[src/rtl/beep_scheduler.sv]
`default_nettype none
// ============================================================================
// Module  : beep_scheduler
// Brief   : Priority-arbitrated buzzer sequencer (OVER > START > EVT) driving
//           a registered square-wave beep through a tone/gap state machine.
// Rev     : 1.0
// ============================================================================
module beep_scheduler #(
    parameter int TICK_DIV = 100000,
    parameter int HP_BASE  = 12500,
    parameter int NOTE_MS  = 150,
    parameter int GAP_MS   = 30,
    parameter int EVT_MS   = 50
) (
    input  logic       clk,
    input  logic       rst,
    input  logic [1:0] gamemode,
    input  logic       evt_req,
    input  logic       mute,
    output logic       beep,
    output logic       busy,
    output logic [1:0] cur_snd
);

    localparam int c_MS_MAX0 = (NOTE_MS > GAP_MS) ? NOTE_MS : GAP_MS;
    localparam int c_MS_MAX  = (c_MS_MAX0 > EVT_MS) ? c_MS_MAX0 : EVT_MS;
    localparam int c_MSW     = (c_MS_MAX > 1) ? $clog2(c_MS_MAX) : 1;
    localparam int c_DIVW    = $clog2(TICK_DIV);
    localparam int c_HPW     = $clog2(4 * HP_BASE);

    localparam logic [c_DIVW-1:0] c_DIV_LAST  = c_DIVW'(TICK_DIV - 1);
    localparam logic [c_DIVW-1:0] c_DIV_ONE   = c_DIVW'(1);
    localparam logic [c_MSW-1:0]  c_NOTE_LAST = c_MSW'(NOTE_MS - 1);
    localparam logic [c_MSW-1:0]  c_GAP_LAST  = c_MSW'(GAP_MS - 1);
    localparam logic [c_MSW-1:0]  c_EVT_LAST  = c_MSW'(EVT_MS - 1);
    localparam logic [c_MSW-1:0]  c_MS_ONE    = c_MSW'(1);
    localparam logic [c_HPW-1:0]  c_T0_LAST   = c_HPW'(4 * HP_BASE - 1);
    localparam logic [c_HPW-1:0]  c_T1_LAST   = c_HPW'(3 * HP_BASE - 1);
    localparam logic [c_HPW-1:0]  c_T2_LAST   = c_HPW'(2 * HP_BASE - 1);
    localparam logic [c_HPW-1:0]  c_HP_ONE    = c_HPW'(1);

    localparam logic [1:0] c_SND_NONE  = 2'b00;
    localparam logic [1:0] c_SND_EVT   = 2'b01;
    localparam logic [1:0] c_SND_START = 2'b10;
    localparam logic [1:0] c_SND_OVER  = 2'b11;

    localparam logic [1:0] c_ST_IDLE = 2'd0;
    localparam logic [1:0] c_ST_TONE = 2'd1;
    localparam logic [1:0] c_ST_GAP  = 2'd2;

    logic [1:0]        r_state;
    logic [1:0]        r_snd;
    logic [1:0]        r_prev_gm;
    logic [1:0]        r_idx;
    logic [c_DIVW-1:0] r_div;
    logic [c_MSW-1:0]  r_ms;
    logic [c_HPW-1:0]  r_hp;
    logic              r_tone;
    logic              r_beep;
    logic              r_busy;

    logic              w_ent_start;
    logic              w_ent_over;
    logic              w_abort;
    logic              w_evt_go;
    logic              w_start;
    logic [1:0]        w_start_snd;
    logic              w_tick_end;
    logic              w_tone_end;
    logic              w_gap_end;
    logic [c_HPW-1:0]  w_hp_last;
    logic [c_MSW-1:0]  w_note_last;

    assign w_ent_start = (gamemode == 2'b00) && (r_prev_gm != 2'b00);
    assign w_ent_over  = (gamemode == 2'b11) && (r_prev_gm != 2'b11);
    assign w_abort     = (r_state != c_ST_IDLE) &&
                         (((r_snd == c_SND_START) && (gamemode != 2'b00)) ||
                          ((r_snd == c_SND_OVER)  && (gamemode != 2'b11)));
    assign w_evt_go    = evt_req && ((r_state == c_ST_IDLE) || (r_snd == c_SND_EVT));
    // Mode triggers outrank aborts; an evt_req coinciding with either is dropped.
    assign w_start     = w_ent_over || w_ent_start || (!w_abort && w_evt_go);
    assign w_start_snd = w_ent_over ? c_SND_OVER : (w_ent_start ? c_SND_START : c_SND_EVT);

    assign w_tick_end  = (r_div == c_DIV_LAST);
    assign w_note_last = (r_snd == c_SND_EVT) ? c_EVT_LAST : c_NOTE_LAST;
    assign w_tone_end  = w_tick_end && (r_ms == w_note_last);
    assign w_gap_end   = w_tick_end && (r_ms == c_GAP_LAST);

    always_comb begin
        w_hp_last = c_T2_LAST;
        case (r_snd)
            c_SND_START: w_hp_last = (r_idx == 2'd0) ? c_T0_LAST :
                                     (r_idx == 2'd1) ? c_T1_LAST : c_T2_LAST;
            c_SND_OVER:  w_hp_last = (r_idx == 2'd0) ? c_T2_LAST :
                                     (r_idx == 2'd1) ? c_T1_LAST : c_T0_LAST;
            default:     w_hp_last = c_T2_LAST;
        endcase
    end

    always_ff @(posedge clk) begin
        if (rst) begin
            r_state   <= c_ST_IDLE;
            r_snd     <= c_SND_NONE;
            r_prev_gm <= 2'b01;
            r_idx     <= 2'd0;
            r_div     <= '0;
            r_ms      <= '0;
            r_hp      <= '0;
            r_tone    <= 1'b0;
            r_beep    <= 1'b0;
            r_busy    <= 1'b0;
        end else begin
            r_prev_gm <= gamemode;
            if (w_start) begin
                r_state <= c_ST_TONE;
                r_snd   <= w_start_snd;
                r_busy  <= 1'b1;
                r_idx   <= 2'd0;
                r_div   <= '0;
                r_ms    <= '0;
                r_hp    <= '0;
                r_tone  <= 1'b0;
                r_beep  <= 1'b0;
            end else if (w_abort) begin
                r_state <= c_ST_IDLE;
                r_snd   <= c_SND_NONE;
                r_busy  <= 1'b0;
                r_div   <= '0;
                r_ms    <= '0;
                r_hp    <= '0;
                r_tone  <= 1'b0;
                r_beep  <= 1'b0;
            end else begin
                case (r_state)
                    c_ST_TONE: begin
                        if (w_tone_end) begin
                            r_div  <= '0;
                            r_ms   <= '0;
                            r_hp   <= '0;
                            r_tone <= 1'b0;
                            r_beep <= 1'b0;
                            if ((r_snd != c_SND_EVT) && (r_idx < 2'd2)) begin
                                r_state <= c_ST_GAP;
                            end else begin
                                r_state <= c_ST_IDLE;
                                r_snd   <= c_SND_NONE;
                                r_busy  <= 1'b0;
                            end
                        end else begin
                            r_div <= w_tick_end ? '0 : r_div + c_DIV_ONE;
                            r_ms  <= w_tick_end ? r_ms + c_MS_ONE : r_ms;
                            // Beep is computed from the next tone value so mute is the only lag.
                            if (r_hp == w_hp_last) begin
                                r_hp   <= '0;
                                r_tone <= ~r_tone;
                                r_beep <= ~r_tone & ~mute;
                            end else begin
                                r_hp   <= r_hp + c_HP_ONE;
                                r_beep <= r_tone & ~mute;
                            end
                        end
                    end
                    c_ST_GAP: begin
                        r_beep <= 1'b0;
                        if (w_gap_end) begin
                            r_state <= c_ST_TONE;
                            r_idx   <= r_idx + 2'd1;
                            r_div   <= '0;
                            r_ms    <= '0;
                            r_hp    <= '0;
                            r_tone  <= 1'b0;
                        end else begin
                            r_div <= w_tick_end ? '0 : r_div + c_DIV_ONE;
                            r_ms  <= w_tick_end ? r_ms + c_MS_ONE : r_ms;
                        end
                    end
                    default: begin
                        r_state <= c_ST_IDLE;
                        r_snd   <= c_SND_NONE;
                        r_busy  <= 1'b0;
                        r_beep  <= 1'b0;
                    end
                endcase
            end
        end
    end

    assign beep    = r_beep;
    assign busy    = r_busy;
    assign cur_snd = r_snd;

endmodule
`default_nettype wire

[config.mk]
export PLATFORM = sky130hd
export DESIGN_NAME = beep_scheduler
export DESIGN_NICKNAME = d
export VERILOG_FILES = /design/src/rtl/beep_scheduler.sv
export SDC_FILE = /design/constraint.sdc
export NUM_CORES = 1
export LEC_CHECK = 0
export CAP_MARGIN = 20
export CELL_PAD_IN_SITES_DETAIL_PLACEMENT = 1
export CELL_PAD_IN_SITES_GLOBAL_PLACEMENT = 1
export CORE_MARGIN = 8
export CORE_UTILIZATION = 30
export CTS_BUF_LIST = sky130_fd_sc_hd__clkbuf_8 sky130_fd_sc_hd__clkbuf_16
export CTS_CLUSTER_SIZE = 30
export DETAILED_ROUTE_END_ITERATION = 8
export DONT_BUFFER_PORTS = 1
export PLACE_DENSITY_LB_ADDON = 0.3
export SLEW_MARGIN = 25
export SYNTH_ARGS = -nofsm -noshare
export SYNTH_HDL_FRONTEND = slang
export SYNTH_SLANG_ARGS = --single-unit
export TNS_END_PERCENT = 10
[constraint.sdc]
create_clock -name clk -period 6.65 [get_ports clk]
set_input_delay 0 -clock clk [delete_from_list [all_inputs] [get_ports clk]]
set_output_delay 0 -clock clk [all_outputs]
set_load 0.1 [all_outputs]
==> results.md, run 1 <==
* Beginning of the worst hold path: gamemode[0]
* Sequential area share after synthesis at 35.09%
* Setup Skew at 0.008735 ns
* Vias in the first global route at 2497
* IO Pins at 10
* Post-DP Area at ~0.0031 sq mm
* Worst Path Arrival at 3.21 ns
* Final hold viol count at 0
* Post-route minimum period at 3.043 ns
* DR iter-0 viols at 88
* Grt total ovfl at 0
* Peak supply drop at 74.62 uV
* Status: complete, no violations
* Startpoint types: flop
* Total vias in the final route at 2381
* Latest clock arrival within the worst-skew pair at 0.31 ns
* Largest cells by area after synthesis: dfxtp_1 35%, xnor2_1 6.5%, nor2_1 5.6%, ha_1 5.1%, xor2_1 3.5%
* Req. time, crit path at 6.82 ns
* Synthesized area at between 0.002 and 0.003 sq mm
* Endpoint type of the worst setup path: flop
* Largest net degree at the start of global routing at 17
* Critical-path cell list: inv_1, ha_1, or3_1, a311oi_1, a31oi_1, a2111o_1, a21oi_1, nor2_1
* Nets at about 360
* Synth cell types at 62
* First-pass GRT wire length at ~12000 microns
* All-Layer GR Usage at 11.26%
* CP startpoint: r_idx[1]
* Post-route insts no fill at 474
* Clock-pin slew on the worst setup and hold paths at approximately 0.10 ns
* Critical path type: flop to flop
* Post-synth net total at 353
* Htree depth at 2
* DPL Wire Length at 5176 microns
* Synth Flop Type: dfxtp_1
* EDFF count, synth at 0
* Unrepaired setup endpoints after global routing: no
* Biggest area consumer among synthesized cells: dfxtp_1
* Die area at ~0.013 sq mm
* Ant diodes at 0
* Achievable frequency at 0.3286 GHz
* CP peak stage delay at approximately 0.75 ns
* Mapped Avg Cell Area at slightly below 9 sq um
* Final GP Congestion at roughly 0.76
* Routed len/inst at roughly 15 microns
* Synthesized instance count at 335
* Final setup viols at 0
* TritonCTS clock tree: built
* Chip Height at about 120 microns
* Dominant cell by count in the synthesized netlist: dfxtp_1
* Site row count at 36
* Initial antenna violation count at 0
* Synth top area share at about a third
* Yosys warnings at 0
* Placed cell count at 461
* Die W at approximately 120 microns
* I/O Buffers at 0
* Hold Path Class: input port to flop
* Pre-antenna DRT Iters at 4
* CTS Buffer Depth at 2
* Synth top cells by count: 52 x dfxtp_1, 44 x nor2_1, 25 x nand2_1
* Slew margin rel. at 35.20%
* Final Cell Area at 0.003243 sq mm
* Initial Util at a little under a third
* Maxcap violations at 0
* Flop and latch count out of synthesis at 52
* CP Max Fanout at 11
* Fin Setup TNS at 0 ns
* Root Driver: clkbuf_8
* CTS sink count at 52
* Worst flop-to-flop path startpoint: r_idx[1]
* Number of buffers created by CTS at 5
* Slowest CP cell: a21oi_1
* Worst slew pin tran at 0.9707 ns
* Share of cells above drive strength 1 at 6.452%
* Area grow syn2layout at 9.321%
* CORE AREA at 0.009684 sq mm
* Post-DR vias/cell at about 5.0
* Final Max Tran Viols at 0
* Routed wire length at 7016 microns
* DRC errors left at 0
* Synth async-reset ratio at 0%
* Leak at 1.059 nW
* Tcrit/Tclk final at between 40% and 50%
* Post-CTS sizing at 0
* Setup bufs post-CTS at 0
* Power per standard cell area at 182.3 mW/mm^2
* Detail Route Antenna Nets at 0
power by group:
group	leakage (nW)	total [W]	switching [W]	internal, W
sequential	0.421	0.000326	0.00000983	0.000316
clock	0.0538	0.000188	0.000106	0.0000822
combinational	0.585	0.0000771	0.0000519	0.0000252
metrics by stage:
step           total power [W]  util, %  hold slack [ns]  setup WS [ns]
2_1_floorplan        0.0003944        -          0.07736          3.860
3_3_place_gp         0.0004054    32.04          0.07350          3.624
3_5_place_dp         0.0004067    32.04          0.07573          3.522
4_1_cts              0.0006024    33.49          0.01248          3.521
5_1_grt              0.0006213    33.49          0.04269          3.353
6_report             0.0005912    33.49          0.02061          3.607
cell families (layout without fill, tap and decap cells):
group                    after synthesis  in the layout  share of synthesized area, %
AND/OR/NAND/NOR                      165            165                         32.48
XOR/XNOR                              34             34                         10.04
AO/OA/AOI/OAI                         44             44                         11.89
flip-flops                            52             52                         35.09
multiplexers                           7              7                         2.404
buffers and inverters                 21             27                         3.036
adder cells (fa/ha/maj)               12             12                         5.061
worst max-delay path: cells and delay by family, from the launching register on:
family | cells | cell delay, ns
DFF | 1 | 0.37
AOI/OAI and AO/OA | 4 | 1.66
adders and majority gates | 1 | 0.27
buffers and inverters | 1 | 0.09
and+or+nand+nor | 2 | 0.52
path summary, 6_finish.rpt:
| path | end | slack, ns | depth (start not counted) |
|---|---|---|---|
| hold / removal | cur_snd[0] | 0.02 | 4 |
| hold reg to reg | r_div[1] | 0.50 | 2 |
| setup reg to reg | r_hp[12] | 3.61 | 8 |
| setup / recovery | r_hp[12] | 3.61 | 8 |
per-layer routing:
| metal | global-route usage, % | wire, microns |
|---|---|---|
| met1 | 14.61 | 3544 |
| met2 | 18.14 | 3245 |
| met3 | 1.980 | 128 |
| met4 | 4.291 | 97 |
| met5 | 0 | 0 |
area by class of cell:
type / instances / area [sq um]
Fill cell: 1146 / 6441
Multi-Input combinational cell: 262 / 1836
Sequential cell: 52 / 1041
Tap cell: 133 / 166.4
Clock buffer: 6 / 82.58
Timing Repair Buffer: 7 / 65.06
Inverter: 12 / 45.04
Clock inverter: 2 / 7.507
cell usage in the layout (no fill, tap or decap), types with 6 or more instances in the layout:
cell and instances:
nand4_1 11, ha_1 12, inv_1 14, nand2_1 25, dfxtp_1 52, xnor2_1 22, nor2_1 44, xor2_1 12
o21ai_0 6, nor3_1 15, nand3_1 9, a21oi_1 9, mux2i_1 6, clkbuf_8 6
registers in the layout, summed over array words and instances (netlist names):
register and count:
r_tone 1, beep 1, r_prev_gm 2, busy 1, cur_snd 2, r_hp 16
r_div 17, r_ms 8, r_state 2, r_idx 2
what timing repair did:
action	4_1_cts	5_1_grt
hold buffers	5	0
hold endpoints to repair	8	0
setup endpoints to repair	0	0
Power figures use the tool's default switching activity.
==> run 2: changes to the inputs <==
==> constraint.sdc (replaced) <==
create_clock -name clk -period 3.1 [get_ports clk]
set_input_delay 0 -clock clk [delete_from_list [all_inputs] [get_ports clk]]
set_output_delay 0 -clock clk [all_outputs]
set_load 0.1 [all_outputs]
==> run 2 against run 1 <==
Largest cell class unchanged. Final area up 1.6%. Total power grew 140%. Utilization increased by 0.53 points. Wire length fell by 1.1%. Clock skew shrank 0.0035 ns. Register-to-register slack worse by 3.1 ns.
==> results.md, run 2 (synthesized netlist as in run 1, its figures left out) <==
* Fin Setup TNS at 0 ns
* Post-DR vias/cell at 5.095
* FF-to-FF setup slack at 0.50 ns
* Die W at ~120 microns
* Total vias in the final route at 2425
* Routed wire length at 6937 microns
* Status: complete, no violations
* Worst Path Arrival at ~2.8 ns
* Setup Skew at 0.005222 ns
* Pre-antenna DRT Iters at 4
* CP top delay family: simple AND/OR/NAND/NOR gates
* Sequential power share at 50.3%
* Endpoint type of the worst setup path: flop
* Final Max Tran Viols at 0
* Unrepaired setup endpoints after global routing: no
* Vias in the first global route at 2508
* Clk pwr share at a little under two fifths
* Slew margin rel. at roughly a third
* CORE AREA at 0.009684 sq mm
* Area grow syn2layout at 11.05%
* Routed len/inst at 14.57 microns
* Post-route insts no fill at 476
* Switching power at 0.0003718 W
* Setup bufs post-CTS at 0
* CP Max Fanout at 16
* Die area at 0.01333 sq mm
* Detail Route Antenna Nets at 0
* Peak supply drop at roughly 240 uV
* Initial antenna violation count at 0
* DRC errors left at 0
* Power share of the combinational group at 12.2%
* Fillcell total at between 1000 and 1500
* First-pass GRT wire length at 11960 microns
* Root Driver: clkbuf_8
* Final Cell Area at between 0.003 and 0.004 sq mm
* DR iter-0 viols at 88
* CTS sink count at 52
* Internal cell power at 0.001021 W
* Final setup viols at 0
* Max reg flops at 17
* Latest clock arrival within the worst-skew pair at 0.31 ns
* CTS Buffer Depth at 2
* Maxcap violations at 0
* Hold_ws at 0.02925 ns
* Sw frac at 26.69%
* Achievable frequency at 0.3846 GHz
* Power per standard cell area at 422.8 mW/mm^2
* Chip Height at between 100 and 150 microns
* Largest regs: r_div x17, r_hp x16, r_ms x8
* Share of cells above drive strength 1 at 7.580%
* Slowest CP cell: or4b_1
* Largest net degree at the start of global routing at 17
* Final hold viol count at 0
* Ant diodes at 0
* Tcrit/Tclk final at 83.87%
* CP peak stage delay at 0.60 ns
* Critical path type: flop to flop
* Nets at 360
* Critical-path cell list: or4b_1, nor4_4, a31oi_4, and2_2, a21oi_1, buf_4, nor2_1
* Placed cell count at 463
* TritonCTS clock tree: built
* IO Pins at 10
* Req. time, crit path at approximately 3.3 ns
* Biggest register: r_div
* Final GP Congestion at 0.7498
* Htree depth at 2
* Clock-pin slew on the worst setup and hold paths at 0.10 ns
* DPL Wire Length at between 5000 and 6000 microns
* Hold Path Class: input port to flop
* I/O Buffers at 0
* Worst slew pin tran at 0.9910 ns
* Startpoint types: flop
* Commonest cells after routing, fill and taps aside: 52 x dfxtp_1, 44 x nor2_1, 25 x nand2_1
* Number of buffers created by CTS at 5
* Initial Util at 30.63%
* All-Layer GR Usage at between 10% and 20%
* Number of buffers and inverters on the critical path at 1
* Site row count at 36
* Leak at 1.079 nW
* Commonest non-fill, non-tap cell in the layout: dfxtp_1
* Post-DP Area at between 0.003 and 0.004 sq mm
* Grt total ovfl at 0
* Pwr Total at 0.001393 W
* Post-route minimum period at approximately 2.6 ns
run 2: path summary, 6_finish.rpt:
check | cells after the start | from | endpoint
worst max-delay path | 7 | r_div[8] | r_hp[9]
worst min register to register | 2 | r_tone | r_tone
worst max register to register | 7 | r_div[8] | r_hp[9]
worst min-delay path | 4 | gamemode[0] | cur_snd[0]
run 2: final cells by class:
cell class | instances | area, sq um | share of cell area [%]
Sequential cell | 52 | 1041 | 31.60
Tap cell | 133 | 166.4 | 5.051
Clock inverter | 1 | 30.03 | 0.9115
Inverter | 12 | 45.04 | 1.367
Clock buffer | 7 | 96.34 | 2.924
Timing Repair Buffer | 9 | 80.08 | 2.431
Multi-Input combinational cell | 262 | 1836 | 55.72
run 2: timing repair:
| action | CTS | global route |
|---|---|---|
| resized for setup | 0 | 0 |
| setup endpoints to repair | 0 | 0 |
| hold buffers | 5 | 0 |
| hold endpoints to repair | 8 | 0 |
run 2: per-layer routing:
layer / wire length, microns / GRT usage [%]
met4: 53 / 3.152
met3: 171 / 2.449
met5: 0 / 0
met1: 3412 / 13.80
met2: 3300 / 18.57
run 2: per-stage QoR:
| step | utilization (%) | setup slack (ns) |
|---|---|---|
| 5_1_grt | 34.02 | 0.2888 |
| 4_1_cts | 34.02 | 0.4647 |
| 2_1_floorplan | - | 0.3105 |
| 3_3_place_gp | 32.20 | 0.5066 |
| 3_5_place_dp | 32.20 | 0.4774 |
| 6_report | 34.02 | 0.4999 |
run 2: worst register-to-register path, stage by stage (launching register included):
cell and delay (ns):
dfxtp_1 0.35, or4b_1 0.60, nor4_4 0.50, a31oi_4 0.34, and2_2 0.33, a21oi_1 0.12, buf_4 0.20, nor2_1 0.07
run 2: power by group through the flow:
stage               Combinational [W]  Sequential [W]  Clock [W]
global placement             0.000161        0.000716          0
global route                 0.000186        0.000703   0.000570
CTS                          0.000171        0.000701   0.000545
detailed placement           0.000163        0.000716          0
finish                       0.000170        0.000700   0.000523
floorplan                    0.000116        0.000730          0
